**src/rtl/spi_pkg.sv**
```systemverilog
`default_nettype none
// ============================================================================
// Module      : spi_pkg
// Description : Shared definitions for the SPI byte-line transmitter/receiver
//               pair. Holds the receive FSM state encoding, the byte width and
//               the three-cycle symbol phase levels (MARK / DATA / SPACE).
// Revision    : 1.0 - initial release
// ============================================================================
package spi_pkg;

    // Receive decoder states. IDLE also absorbs the MARK of bit 0.
    typedef enum logic [1:0] {
        IDLE  = 2'd0,
        DATA  = 2'd1,
        SPACE = 2'd2,
        NEXT  = 2'd3
    } spi_state_t;

    localparam int SPI_BITS       = 8;
    localparam int SPI_SYM_CYCLES = 3;

    // Line levels for the fixed symbol phases and the inter-byte idle.
    localparam logic SPI_MARK_LVL  = 1'b1;
    localparam logic SPI_SPACE_LVL = 1'b0;
    localparam logic SPI_IDLE_LVL  = 1'b0;

endpackage : spi_pkg
`default_nettype wire

```
**src/rtl/spi_rx_fifo.sv**
```systemverilog
`default_nettype none
// ============================================================================
// Module      : spi_rx_fifo
// Description : Small show-ahead byte buffer between the SPI frame decoder and
//               its consumer. 2^FIFO_AW entries, synchronous write and pop,
//               asynchronous active-high flush.
// Ports       : clk, rst        - clock, async active-high reset
//               wr_en, wr_data  - push request (dropped when full w/o pop)
//               rd_en           - pop request (ignored when empty)
//               rd_data         - head entry (0 when empty)
//               full, empty     - occupancy flags
// Revision    : 1.0 - initial release
// ============================================================================
module spi_rx_fifo #(
    parameter int FIFO_AW = 2,
    parameter int WIDTH   = 8
) (
    input  logic             clk,
    input  logic             rst,
    input  logic             wr_en,
    input  logic [WIDTH-1:0] wr_data,
    input  logic             rd_en,
    output logic [WIDTH-1:0] rd_data,
    output logic             full,
    output logic             empty
);

    localparam int C_DEPTH = 1 << FIFO_AW;

    // One extra pointer bit distinguishes full from empty.
    logic [FIFO_AW:0]   r_wr_ptr;
    logic [FIFO_AW:0]   r_rd_ptr;
    logic [WIDTH-1:0]   r_mem [C_DEPTH];
    logic               w_pop;
    logic               w_push;
    logic [FIFO_AW:0]   c_ptr_one;

    assign c_ptr_one = {{FIFO_AW{1'b0}}, 1'b1};

    assign empty = (r_wr_ptr == r_rd_ptr);
    assign full  = (r_wr_ptr[FIFO_AW] != r_rd_ptr[FIFO_AW]) &&
                   (r_wr_ptr[FIFO_AW-1:0] == r_rd_ptr[FIFO_AW-1:0]);

    assign w_pop  = rd_en & ~empty;
    // A pop in the same cycle frees the slot, so a full buffer still accepts.
    assign w_push = wr_en & (~full | w_pop);

    always_ff @(posedge clk or posedge rst) begin
        if (rst) begin
            r_wr_ptr <= '0;
            r_rd_ptr <= '0;
        end else begin
            if (w_push) r_wr_ptr <= r_wr_ptr + c_ptr_one;
            if (w_pop)  r_rd_ptr <= r_rd_ptr + c_ptr_one;
        end
    end

    // Storage needs no reset: occupancy is tracked by the pointers alone.
    always_ff @(posedge clk) begin
        if (w_push) r_mem[r_wr_ptr[FIFO_AW-1:0]] <= wr_data;
    end

    // Stale entries are hidden so an empty/flushed buffer presents zero.
    assign rd_data = empty ? '0 : r_mem[r_rd_ptr[FIFO_AW-1:0]];

endmodule : spi_rx_fifo
`default_nettype wire

```
**src/rtl/spi_frame_rx.sv**
```systemverilog
`default_nettype none
// ============================================================================
// Module      : spi_frame_rx
// Description : Receive decoder for the SPI byte line. Each bit is a three
//               cycle MARK(1) / DATA(bit) / SPACE(0) symbol, LSB first, qualified
//               by the active-low transmitter enable. Reassembled bytes are
//               presented to the consumer; malformed symbols pulse frame_err.
//               Build option SPI_RX_FIFO_EN adds a 2^FIFO_AW-entry show-ahead
//               buffer (rx_valid = not empty, rd_en pops, overflow on drop).
//               Without it rx_valid is a one-cycle pulse and rd_en is ignored.
// Ports       : clk, rst    - clock, async active-high reset
//               line_in     - serial data line
//               en_n_in     - transmitter enable, active low
//               rd_en       - consumer pop (buffered build only)
//               rx_data     - received byte
//               rx_valid    - byte available
//               frame_err   - one-cycle pulse on a malformed symbol
//               overflow    - one-cycle pulse when a byte is dropped
// Revision    : 1.0 - initial release
// ============================================================================
module spi_frame_rx #(
    parameter int FIFO_AW = 2
) (
    input  logic       clk,
    input  logic       rst,
    input  logic       line_in,
    input  logic       en_n_in,
    input  logic       rd_en,
    output logic [7:0] rx_data,
    output logic       rx_valid,
    output logic       frame_err,
    output logic       overflow
);

    import spi_pkg::*;

    localparam logic [2:0] C_LAST_BIT = 3'(SPI_BITS - 1);

    spi_state_t          r_state;
    spi_state_t          w_next_state;
    logic [2:0]          r_bit_cnt;
    logic [SPI_BITS-1:0] r_shift;
    logic                r_frame_err;

    logic                w_cnt_clr;
    logic                w_cnt_inc;
    logic                w_shift_en;
    logic                w_byte_done;
    logic                w_frame_err;

    // ------------------------------------------------------------------
    // FSM state register
    // ------------------------------------------------------------------
    always_ff @(posedge clk or posedge rst) begin
        if (rst) r_state <= IDLE;
        else     r_state <= w_next_state;
    end

    // ------------------------------------------------------------------
    // FSM next state. A high enable is the transmitter's hold condition and
    // overrides every line check.
    // ------------------------------------------------------------------
    always_comb begin
        w_next_state = r_state;
        if (en_n_in) begin
            w_next_state = IDLE;
        end else begin
            case (r_state)
                IDLE:  if (line_in == SPI_MARK_LVL) w_next_state = DATA;
                DATA:  w_next_state = SPACE;
                SPACE: begin
                    if (line_in != SPI_SPACE_LVL)   w_next_state = IDLE;
                    else if (r_bit_cnt == C_LAST_BIT) w_next_state = IDLE;
                    else                            w_next_state = NEXT;
                end
                NEXT:  w_next_state = (line_in == SPI_MARK_LVL) ? DATA : IDLE;
                default: w_next_state = IDLE;
            endcase
        end
    end

    // ------------------------------------------------------------------
    // FSM outputs (datapath controls and event strobes)
    // ------------------------------------------------------------------
    always_comb begin
        w_cnt_clr   = 1'b0;
        w_cnt_inc   = 1'b0;
        w_shift_en  = 1'b0;
        w_byte_done = 1'b0;
        w_frame_err = 1'b0;
        if (!en_n_in) begin
            case (r_state)
                IDLE:  w_cnt_clr  = (line_in == SPI_MARK_LVL);
                DATA:  w_shift_en = 1'b1;
                SPACE: begin
                    if (line_in != SPI_SPACE_LVL)     w_frame_err = 1'b1;
                    else if (r_bit_cnt == C_LAST_BIT) w_byte_done = 1'b1;
                    else                              w_cnt_inc   = 1'b1;
                end
                NEXT:  w_frame_err = (line_in != SPI_MARK_LVL);
                default: ;
            endcase
        end
    end

    // ------------------------------------------------------------------
    // Bit counter and shift register. A discarded partial byte needs no
    // explicit clearing: the next frame rewrites all eight bits.
    // ------------------------------------------------------------------
    always_ff @(posedge clk or posedge rst) begin
        if (rst) begin
            r_bit_cnt   <= '0;
            r_shift     <= '0;
            r_frame_err <= 1'b0;
        end else begin
            if (w_cnt_clr)      r_bit_cnt <= '0;
            else if (w_cnt_inc) r_bit_cnt <= r_bit_cnt + 3'd1;
            // LSB first: shifting right leaves bit 0 in [0] after 8 shifts.
            if (w_shift_en)     r_shift   <= {line_in, r_shift[SPI_BITS-1:1]};
            r_frame_err <= w_frame_err;
        end
    end

    assign frame_err = r_frame_err;

`ifdef SPI_RX_FIFO_EN
    // ------------------------------------------------------------------
    // Buffered delivery
    // ------------------------------------------------------------------
    logic w_full;
    logic w_empty;
    logic r_overflow;

    spi_rx_fifo #(
        .FIFO_AW (FIFO_AW),
        .WIDTH   (SPI_BITS)
    ) u_fifo (
        .clk     (clk),
        .rst     (rst),
        .wr_en   (w_byte_done),
        .wr_data (r_shift),
        .rd_en   (rd_en),
        .rd_data (rx_data),
        .full    (w_full),
        .empty   (w_empty)
    );

    // Drop only when full and no simultaneous pop frees a slot.
    always_ff @(posedge clk or posedge rst) begin
        if (rst) r_overflow <= 1'b0;
        else     r_overflow <= w_byte_done & w_full & ~(rd_en & ~w_empty);
    end

    assign rx_valid = ~w_empty;
    assign overflow = r_overflow;
`else
    // ------------------------------------------------------------------
    // Direct delivery: one-cycle valid pulse, data held until next byte
    // ------------------------------------------------------------------
    logic [SPI_BITS-1:0] r_rx_data;
    logic                r_rx_valid;
    logic                w_unused_rd_en;
    localparam int       C_UNUSED_AW = FIFO_AW;

    assign w_unused_rd_en = rd_en;

    always_ff @(posedge clk or posedge rst) begin
        if (rst) begin
            r_rx_data  <= '0;
            r_rx_valid <= 1'b0;
        end else begin
            r_rx_valid <= w_byte_done;
            if (w_byte_done) r_rx_data <= r_shift;
        end
    end

    assign rx_data  = r_rx_data;
    assign rx_valid = r_rx_valid;
    assign overflow = 1'b0;
`endif

endmodule : spi_frame_rx
`default_nettype wire

```
**config.mk**
```make
export PLATFORM = sky130hd
export DESIGN_NAME = spi_frame_rx
export DESIGN_NICKNAME = d
export VERILOG_FILES = /design/src/rtl/spi_pkg.sv /design/src/rtl/spi_rx_fifo.sv /design/src/rtl/spi_frame_rx.sv
export SDC_FILE = /design/constraint.sdc
export NUM_CORES = 1
export LEC_CHECK = 0
export ABC_AREA = 1
export CAP_MARGIN = 20
export CORE_MARGIN = 2
export CORE_UTILIZATION = 51
export CTS_CLUSTER_SIZE = 28
export DETAILED_ROUTE_END_ITERATION = 8
export PLACE_DENSITY = 0.77
export SYNTH_ARGS = -nofsm -noshare
export SYNTH_HDL_FRONTEND = slang
export SYNTH_SLANG_ARGS = --single-unit
```
**constraint.sdc**
```tcl
create_clock -name clk -period 1.7 [get_ports clk]
set_clock_uncertainty 0.15 [all_clocks]
set_input_delay 0.425 -clock clk [delete_from_list [all_inputs] [get_ports clk]]
set_output_delay 0.425 -clock clk [all_outputs]
set_load 0.02 [all_outputs]
```
==> results of run 1 <==
## stage by stage
step	total power, mW	util [%]
CTS	1.18	63.4
global route	1.24	63.6
floorplan	0.846	-
finish	1.15	63.6
global placement	0.900	62.6
detailed placement	0.918	62.6
## power groups by stage
stage | combinational [mW] | sequential [mW] | clock (mW)
finish | 0.211 | 0.689 | 0.248
CTS | 0.217 | 0.690 | 0.269
detailed placement | 0.216 | 0.701 | 0
floorplan | 0.160 | 0.686 | 0
global placement | 0.206 | 0.694 | 0
global route | 0.247 | 0.702 | 0.291
## flip-flops by register name, summed over array words and instances, names as in the netlist
register and count:
rx_data 8, frame_err 1, r_bit_cnt 3, rx_valid 1
r_state 2, r_shift 8
## layer usage
layer	global-route usage, %	wire length, um	share of wire [%]	vias to the layer above
met5	0	0	0	-
met4	8.11	16	0.98	0
met3	3.33	33	2.0	2
met2	30.8	825	50	8
met1	18.8	760	46	329
li1	-	-	-	373
## worst max-delay path by stage
| stage | cells past startpoint | slack [ns] | startpoint | endpoint |
|---|---|---|---|---|
| 3_3_place_gp | 5 | -0.12 | en_n_in | rx_data[4]$_DFFE_PP0P_ |
| 4_1_cts | 1 | 0.07 | rx_data[6]$_DFFE_PP0P_ | rx_data[6] |
| 5_1_grt | 6 | 0.0008 | r_bit_cnt[0]$_DFFE_PP0P_ | r_bit_cnt[1]$_DFFE_PP0P_ |
| 3_5_place_dp | 5 | -0.13 | en_n_in | rx_data[6]$_DFFE_PP0P_ |
| 2_1_floorplan | 6 | 0.14 | r_bit_cnt[0]$_DFFE_PP0P_ | r_bit_cnt[0]$_DFFE_PP0P_ |
| 6_report | 1 | 0.09 | rx_data[4]$_DFFE_PP0P_ | rx_data[4] |
## cell families after synthesis
group,Yosys count,share of synthesized area (%)
adder cells (fa/ha/maj),2,2.51
AO/OA/AOI/OAI,16,10.7
buffers and inverters,18,8.02
flip-flops,23,57.6
other,1,0.376
AND/OR/NAND/NOR,43,20.8
## cell type report
class	instances	area [um^2]	share of cell area, %
flip-flops and latches	23	576	47.6
multi-input cells	62	345	28.6
repair buffers	20	170	14.1
inverters	15	56.3	4.66
well taps	27	33.8	2.80
clock buffers	3	22.5	1.86
clock inverters	1	5.00	0.414
## placed cells by master (no fill, tap or decap)
cell and n:
dfrtp_1 23, o21ai_2 7, inv_2 1, a21oi_1 1
nand3_2 1, nor2_2 1, nand2_1 25, o21ai_1 1
inv_1 14, clkbuf_4 3, nor2_4 1, clkdlybuf4s50_1 3
o21ai_0 7, nor2_1 2, buf_4 7, nand4_1 3
clkinv_2 1, nand3_1 9, conb_1 1, dlygate4sd2_1 10
ha_1 2, nand3_4 1
==> metrics.yaml, run 1 <==
status:
  outcome: "completed"
floorplanning:
  start_util_pct: 52.5
  num_rows: 16
  die_area_um2: 2330
  coreArea_um2: 1900
  dieHeight_um: 48.2
  ios: 16
  dieWidth_um: 48.2
placed_design:
  post_dp_cell_area_um2: 1190
  place_congestion: 0.720
  io_buffers: 13
  post-place-ws_ns: -0.129
  dp.cells: 147
  dp_hpwl_um: 1230
logic_synthesis:
  synth_edf_count: 0
  synth.area.top_cells: "dfrtp_1 (58%), nand2_1 (9.4%), o21ai_2 (6.1%)"
  ys_async_sr_fraction_pct: 100
  synth_warnings: 0
  synth.most_common_cell: "nand2_1"
  syn_area_um2: 998
  yosys.area.top_type_share_pct: 57.6
  synthCells: 103
  syn_area_per_cell_um2: 9.69
  synth_nets: 110
  synth_top_cells_by_count: "nand2_1 (25), dfrtp_1 (23), inv_1 (14)"
  ys_ff_latch: 23
  ys_types: 19
  synthFlopType: "dfrtp_1"
  yosysSeqAreaShare_pct: 57.6
  yosys.area.top_type: "dfrtp_1"
setup_path:
  ff2ff_setup_slack_ns: 0.13
  r2r-end: "r_bit_cnt[0]$_DFFE_PP0P_"
  cp.buffers_inverters: 1
  criticalPathCategory: "reg -> out"
  critPathSlowestCell: "dfrtp_1"
  cp.arrival_ns: 1.03
  cp.required_ns: 1.12
  critPathMaxStageDelay_ns: 0.40
  crit_family: "flip-flops"
  r2r-start: "r_bit_cnt[0]$_DFFE_PP0P_"
  crit_path_end_kind: "output port"
  path_cells: "dlygate4sd2_1"
  start_kind: "register"
  ff2ff_path_depth: 6
  critPathMaxFanout: 2
power_and_ir_drop:
  sequentialPowerShare_pct: 60.1
  p_comb_share_pct: 18.4
  p_leak_nw: 0.658
  power_density_nw_per_um2: 949
  p_int_mw: 0.799
  power_switching_mw: 0.349
  clockPowerShare_pct: 21.6
  peakVddDrop_mv: 0.542
  switching_share_pct: 30.4
clocking:
  cts_sinks: 23
  root_buffer: "clkbuf_4"
  clk_pin_slew_ns: 0.12
  hold_buffers: 0
  clock_path_buffers: 2
  cts.repair.resized: 10
  ctsHtreeMaxLevel: 1
  cts_made_buffers: 3
  cts_tree: "built"
  clk-insertion-delay-late_ns: 0.31
  post_cts_buffers: 0
layout:
  stdcell_count: 151
  num-nets-final: 132
  nFillCells: 178
  syn_to_final_growth_pct: 21.1
  drive_gt1_share_pct: 18.5
  design_area_um2: 1210
  antenna_cells: 0
grt:
  grt_pass1_wl_um: 2660
  grt_antenna_before_repair: 0
  grt_max_degree: 24
  gr-usage-all-layers_pct: 17.0
  grt_pass1_vias: 677
  grt_overflow_total: 0
timing:
  rsz0062_at_grt: "false"
  postLayoutSetupSlackWorst_ns: 0.0911
  tns_ns: 0
  hold_ws_ns: 0.287
  finalHoldViolCount: 0
  finalCritPeriodShare_pct: 94.6
  max_freq_mhz: 622
  slew_viol_final: 0
  setup_viol: 0
  period_needed_ns: 1.61
job:
  cap_violations: 0
drt:
  first_pass_iters: 4
  drt_iter0_markers: 8
  wirelength_um: 1640
  via_per_inst: 4.72
  antenna_left: 0
  vias: 712
  avgRoutedWirePerCell_um: 10.8
  remaining_drc_errors: 0
hold_path:
  hold_path.class: "in -> async"
Power figures use the tool's default switching activity.
==> inputs of run 2 (changes only) <==
--- a/config.mk
+++ b/config.mk
@@ -12,6 +12,7 @@
 export CTS_CLUSTER_SIZE = 28
 export DETAILED_ROUTE_END_ITERATION = 8
 export PLACE_DENSITY = 0.77
+export RECOVER_POWER = 50
 export SYNTH_ARGS = -nofsm -noshare
 export SYNTH_HDL_FRONTEND = slang
 export SYNTH_SLANG_ARGS = --single-unit
==> run 2 against run 1 <==
Sequential power hardly changed. Non-clock buffer count stayed put. Routed wire length is 0.37% higher. Largest power group unchanged. Critical path type is now in -> reg.
==> metrics.yaml, run 2 (synthesis gave the netlist of run 1 again) <==
timing:
  relSlewSlack_pct: 63.5
  slew_viol_final: 0  # unchanged
  rsz0062_at_grt: "false"  # unchanged
  setup_viol: 0  # unchanged
  hold_ws_ns: 0.343  # was 0.287 ns
  tns_ns: 0  # unchanged
  period_needed_ns: 1.62  # was 1.61 ns
  finalHoldViolCount: 0  # unchanged
  finalCritPeriodShare_pct: 95.3  # was 94.6%
  tightest_slew_ns: 0.548
  max_freq_mhz: 617  # was 622 MHz
  postLayoutSetupSlackWorst_ns: 0.0804  # was 0.0911 ns
hold_path:
  hold_depth: 2
  min_to: "rx_data[0]$_DFFE_PP0P_"
  hold_start: "rx_data[0]$_DFFE_PP0P_"
  hold_path.class: "reg -> reg"  # was in -> async
drt:
  remaining_drc_errors: 0  # unchanged
  wirelength_um: 1640  # about the same
  drt_iter0_markers: 10  # was 8
  avgRoutedWirePerCell_um: 10.9  # was 10.8 um
  via_per_inst: 4.80  # was 4.72
  vias: 725  # was 712
  antenna_left: 0  # unchanged
  first_pass_iters: 4  # unchanged
setup_path:
  cp.arrival_ns: 1.67  # was 1.03 ns
  critPathSlowestCell: "dlygate4sd3_1"  # was dfrtp_1
  crit_start: "en_n_in"  # was rx_data[4]$_DFFE_PP0P_
  critPathMaxFanout: 16  # was 2
  critPathMaxStageDelay_ns: 0.58  # was 0.40 ns
  ff2ff_setup_slack_ns: 0.13  # about the same
  crit_path_end_kind: "register"  # was output port
  r2r-end: "r_bit_cnt[0]$_DFFE_PP0P_"  # unchanged
  path_cells: "dlygate4sd3_1, nor2_1, nand3_4, nand2_1, o21ai_2"  # was dlygate4sd2_1
  crit_family: "simple AND/OR/NAND/NOR gates"  # was flip-flops
  cp.buffers_inverters: 1  # unchanged
  start_kind: "input pin"  # was register
  ff2ff_path_depth: 6  # unchanged
  r2r-start: "r_bit_cnt[0]$_DFFE_PP0P_"  # unchanged
  cp.required_ns: 1.76  # was 1.12 ns
  criticalPathCategory: "in -> reg"  # was reg -> out
clocking:
  ctsHtreeMaxLevel: 1  # unchanged
  clk-insertion-delay-late_ns: 0.31  # about the same
  cts_tree: "built"  # unchanged
  cts_made_buffers: 3  # unchanged
  cts_sinks: 23  # unchanged
  post_cts_buffers: 0  # unchanged
  clock_path_buffers: 2  # unchanged
  clk_pin_slew_ns: 0.12  # about the same
  root_buffer: "clkbuf_4"  # unchanged
power_and_ir_drop:
  sequentialPowerShare_pct: 60.4  # was 60.1%
  p_int_mw: 0.793  # was 0.799 mW
  peakVddDrop_mv: 0.539  # was 0.542 mV
  p_comb_share_pct: 17.9  # was 18.4%
  clockPowerShare_pct: 21.7  # was 21.6%
  p_leak_nw: 0.653  # was 0.658 nW
  power_switching_mw: 0.347  # was 0.349 mW
  power_density_nw_per_um2: 954  # was 949 nW/um^2
  switching_share_pct: 30.4  # about the same
layout:
  antenna_cells: 0  # unchanged
  final_util_pct: 62.8  # was 63.6%
  num-nets-final: 132  # unchanged
  layout_commonest_cell: "nand2_1"  # unchanged
  final_cell_mix: "nand2_1 (25), dfrtp_1 (23), inv_1 (14), nand3_1 (10), dlygate4sd2_1 (10)"  # was nand2_1 (25), dfrtp_1 (23), inv_1 (14), dlygate4sd2_1 (10), nand3_1 (9)
  syn_to_final_growth_pct: 19.7  # was 21.1%
  drive_gt1_share_pct: 16.9  # was 18.5%
grt:
  met2_usage_pct: 30.8  # unchanged
  grt_max_degree: 24  # unchanged
  grt_pass1_wl_um: 2660  # unchanged
  gr-usage-all-layers_pct: 17.0  # unchanged
  grt_overflow_total: 0  # unchanged
  grt_antenna_before_repair: 0  # unchanged
  top_usage_layer: "met2"  # unchanged
  use_met3_pct: 3.33  # unchanged
  use_met1_pct: 18.8  # unchanged
  grt_pass1_vias: 677  # unchanged
floorplanning:
  dieHeight_um: 48.2  # unchanged
  dieWidth_um: 48.2  # unchanged
  start_util_pct: 52.5  # unchanged
  die_area_um2: 2330  # unchanged
  ios: 16  # unchanged
  coreArea_um2: 1900  # unchanged
  num_rows: 16  # unchanged
placed_design:
  dp_hpwl_um: 1230  # unchanged
  post-place-ws_ns: -0.129  # unchanged
  io_buffers: 13  # unchanged
  place_congestion: 0.720  # unchanged
status:
  outcome: "completed"  # unchanged
job:
  cap_violations: 0  # unchanged
[run 2: cell types whose count changed in the layout (fill, tap and decap cells not counted), moves of 2 or more]
cell	change
clkbuf_2	+2
buf_4	-3
clkdlybuf4s50_1	-2
dlygate4sd3_1	+2
[run 2: what timing repair did]
action / 4_1_cts / 5_1_grt
endpoints found under the setup margin: 10 / 3
gates resized for setup: 10 / 1
hold buffers: 0 / 0
[run 2: power groups by stage]
stage	registers [mW]	clock network (mW)	logic, mW
floorplan	0.686	0	0.160
global placement	0.694	0	0.206
detailed placement	0.701	0	0.216
CTS	0.690	0.269	0.217
global route	0.701	0.291	0.241
finish	0.689	0.247	0.205
[run 2: area by class of cell]
type	instances	area [um^2]
clock inverters	1	5.00
repair buffers	20	161
flip-flops and latches	23	576
multi-input cells	62	340
clock buffers	3	22.5
fillers	183	707
well taps	27	33.8
inverters	15	56.3
[run 2: layer usage]
layer | part of all wire (%) | vias to the layer above
met4 | 1.3 | 0
met3 | 2.4 | 4
met1 | 45 | 334
met2 | 51 | 14
li1 | - | 373
met5 | 0 | -
[run 2: through the flow]
stage	instance area (um^2)	instances	power, mW
final	1190	151	1.14
after global routing	1190	151	1.23
after CTS	1210	151	1.18
after detailed placement	1190	147	0.918
after global placement	1190	147	0.900
after floorplan	998	103	0.846
[run 2: worst max-delay path by stage]
stage | to | slack (ns) | cells after the start
6_report | rx_data[6]$_DFFE_PP0P_ | 0.08 | 5
5_1_grt | r_bit_cnt[1]$_DFFE_PP0P_ | 0.0008 | 6
4_1_cts | rx_data[6] | 0.07 | 1
3_5_place_dp | rx_data[6]$_DFFE_PP0P_ | -0.13 | 5
3_3_place_gp | rx_data[4]$_DFFE_PP0P_ | -0.12 | 5
2_1_floorplan | r_bit_cnt[0]$_DFFE_PP0P_ | 0.14 | 6
[run 2: worst min-delay path: stages, from the launching register on]
cell and delay [ns]:
dfrtp_1 0.36, nand2_1 0.05, nand2_1 0.05
==> inputs of run 3 (changes only) <==
--- a/config.mk
+++ b/config.mk
@@ -6,12 +6,12 @@
 export NUM_CORES = 1
 export LEC_CHECK = 0
 export ABC_AREA = 1
+export ABC_CLOCK_PERIOD_IN_PS = 1700
 export CAP_MARGIN = 20
 export CORE_MARGIN = 2
-export CORE_UTILIZATION = 51
+export CORE_UTILIZATION = 30
 export CTS_CLUSTER_SIZE = 28
 export DETAILED_ROUTE_END_ITERATION = 8
-export PLACE_DENSITY = 0.77
 export RECOVER_POWER = 50
 export SYNTH_ARGS = -nofsm -noshare
 export SYNTH_HDL_FRONTEND = slang
==> run 3 against run 2 <==
Critical path depth decreased by 4. Combinational power barely moved. Clock-buffer cell count up 1. Cell area up 2.6%. Setup slack better by 0.018 ns. Fmax grew 1.1%. Routed wire length rose by 0.85%. Via count shrank 0.28%. Sequential power fell by 0.6%. Utilization shrank 23 points.
==> metrics.yaml, run 3 (synthesis gave the netlist of run 1 again) <==
setup_path:
  critPathSlowestCell: "dfrtp_1"  # was dlygate4sd3_1
  endpoint: "rx_data[7]"  # was rx_data[6]$_DFFE_PP0P_
  criticalPathCategory: "reg -> out"  # was in -> reg
  path_cells: "dlygate4sd2_1"  # was dlygate4sd3_1, nor2_1, nand3_4, nand2_1, o21ai_2
  crit_family: "flip-flops"  # was simple AND/OR/NAND/NOR gates
  ff2ff_path_depth: 6  # unchanged
  critPathMaxFanout: 2  # was 16
  cp.arrival_ns: 1.03  # was 1.67 ns
  ff2ff_setup_slack_ns: 0.12  # was 0.13 ns
  crit_path_end_kind: "output port"  # was register
  critPathMaxStageDelay_ns: 0.41  # was 0.58 ns
  r2r-end: "r_bit_cnt[2]$_DFFE_PP0P_"  # was r_bit_cnt[0]$_DFFE_PP0P_
  start_kind: "register"  # was input pin
  cp.buffers_inverters: 1  # unchanged
  r2r-start: "r_bit_cnt[0]$_DFFE_PP0P_"  # unchanged
  cp.required_ns: 1.12  # was 1.76 ns
  path_depth: 1  # was 5
  crit_start: "rx_data[7]$_DFFE_PP0P_"  # was en_n_in
drt:
  first_pass_iters: 4  # unchanged
  vias: 723  # was 725
  drt_iter0_markers: 30  # was 10
  antenna_left: 0  # unchanged
  wirelength_um: 1660  # was 1640 um
  avgRoutedWirePerCell_um: 9.80  # was 10.9 um
  via_per_inst: 4.28  # was 4.80
  remaining_drc_errors: 0  # unchanged
status:
  outcome: "completed"  # unchanged
layout:
  syn_to_final_growth_pct: 22.8  # was 19.7%
  final_util_pct: 39.5  # was 62.8%
  num-nets-final: 133  # was 132
  final_cell_mix: "nand2_1 (25), dfrtp_1 (23), inv_1 (14), dlygate4sd2_1 (10), nand3_1 (9)"  # was nand2_1 (25), dfrtp_1 (23), inv_1 (14), nand3_1 (10), dlygate4sd2_1 (10)
  antenna_cells: 0  # unchanged
  layout_commonest_cell: "nand2_1"  # unchanged
  drive_gt1_share_pct: 16.8  # was 16.9%
  design_area_um2: 1230  # was 1190 um^2
power_and_ir_drop:
  p_leak_nw: 0.652  # was 0.653 nW
  clockPowerShare_pct: 21.2  # was 21.7%
  p_total_mw: 1.13  # was 1.14 mW
  sequentialPowerShare_pct: 60.6  # was 60.4%
  p_comb_share_pct: 18.3  # was 17.9%
  power_density_nw_per_um2: 923  # was 954 nW/um^2
  p_int_mw: 0.799  # was 0.793 mW
  power_switching_mw: 0.333  # was 0.347 mW
  peakVddDrop_mv: 0.280  # was 0.539 mV
  switching_share_pct: 29.4  # was 30.4%
clocking:
  cts_tree: "built"  # unchanged
  clk-insertion-delay-late_ns: 0.30  # was 0.31 ns
  cts_sinks: 23  # unchanged
  clock_path_buffers: 2  # unchanged
  cts_made_buffers: 3  # unchanged
  root_buffer: "clkbuf_4"  # unchanged
  ctsHtreeMaxLevel: 1  # unchanged
  clk_pin_slew_ns: 0.11  # was 0.12 ns
  post_cts_buffers: 0  # unchanged
placed_design:
  post_dp_cell_area_um2: 1220  # was 1190 um^2
  place_congestion: 0.810  # was 0.720
  dp_hpwl_um: 1250  # was 1230 um
  io_buffers: 13  # unchanged
job:
  cap_violations: 0  # unchanged
hold_path:
  hold_path.class: "reg -> reg"  # unchanged
grt:
  grt_pass1_wl_um: 2770  # was 2660 um
  gr-usage-all-layers_pct: 10.2  # was 17.0%
  grt_overflow_total: 0  # unchanged
  grt_pass1_vias: 681  # was 677
  grt_max_degree: 24  # unchanged
  grt_antenna_before_repair: 0  # unchanged
timing:
  rsz0062_at_grt: "false"  # unchanged
  period_needed_ns: 1.60  # was 1.62 ns
  finalCritPeriodShare_pct: 94.2  # was 95.3%
  setup_viol: 0  # unchanged
  tns_ns: 0  # unchanged
  tightest_slew_ns: 0.562  # was 0.548 ns
  slew_viol_final: 0  # unchanged
  max_freq_mhz: 624  # was 617 MHz
  finalHoldViolCount: 0  # unchanged
  relSlewSlack_pct: 62.6  # was 63.5%
floorplanning:
  ios: 16  # unchanged
  num_rows: 20  # was 16
  coreArea_um2: 3100  # was 1900 um^2
  dieHeight_um: 61.7  # was 48.2 um
  start_util_pct: 32.2  # was 52.5%
  dieWidth_um: 61.7  # was 48.2 um
  die_area_um2: 3810  # was 2330 um^2
-- run 3: power groups by stage --
stage / registers (mW) / clock network [mW] / logic (mW)
after global routing: 0.696 / 0.284 / 0.248
after CTS: 0.685 / 0.253 / 0.216
after detailed placement: 0.695 / 0 / 0.216
after floorplan: 0.686 / 0 / 0.160
after global placement: 0.694 / 0 / 0.209
final: 0.685 / 0.239 / 0.207
-- run 3: layout make-up --
| class | instances | area, um^2 |
|---|---|---|
| Timing Repair Buffer | 21 | 168 |
| Fill cell | 332 | 1880 |
| Clock buffer | 4 | 26.3 |
| Inverter | 15 | 56.3 |
| Tap cell | 44 | 55.1 |
| Multi-Input combinational cell | 62 | 345 |
| Sequential cell | 23 | 576 |
-- run 3: what timing repair did --
action | 4_1_cts | 5_1_grt
resized for setup | 10 | 2
hold buffers | 0 | 0
setup endpoints to repair | 10 | 3
-- run 3: how the worst min path moves through the flow --
stage / from / end / slack [ns] / cells after the start
final: r_shift[0]$_DFFE_PP0P_ / rx_data[0]$_DFFE_PP0P_ / 0.34 / 2
after global routing: rx_data[0]$_DFFE_PP0P_ / rx_data[0]$_DFFE_PP0P_ / 0.37 / 2
after CTS: rst / rx_data[4]$_DFFE_PP0P_ / 0.30 / 3
after floorplan: rst / frame_err$_DFF_PP0_ / 0.28 / 1
after detailed placement: r_shift[0]$_DFFE_PP0P_ / rx_data[0]$_DFFE_PP0P_ / 0.32 / 2
after global placement: r_shift[0]$_DFFE_PP0P_ / rx_data[0]$_DFFE_PP0P_ / 0.31 / 2
-- run 3: per-stage QoR --
step | hold slack, ns | worst slack (ns) | cells
final | 0.340 | 0.0982 | 169
after global routing | 0.374 | 0.0232 | 169
after CTS | 0.301 | 0.0461 | 169
after detailed placement | 0.319 | -0.131 | 165
after global placement | 0.309 | -0.123 | 165
after floorplan | 0.277 | 0.141 | 103
-- run 3: worst register-to-register path, stage by stage (launching register included) --
cell and delay [ns]:
dfrtp_1 0.42, ha_1 0.21, ha_1 0.23, nor2_2 0.18, nand3_2 0.13, nand3_1 0.10
nand2_1 0.06
-- run 3: metal layers --
layer	vias up	wire [um]	track usage, %
li1	372	-	-
met1	338	769	11.5
met2	11	815	17.6
met3	2	61	2.48
met4	0	10	5.47
met5	-	0	0
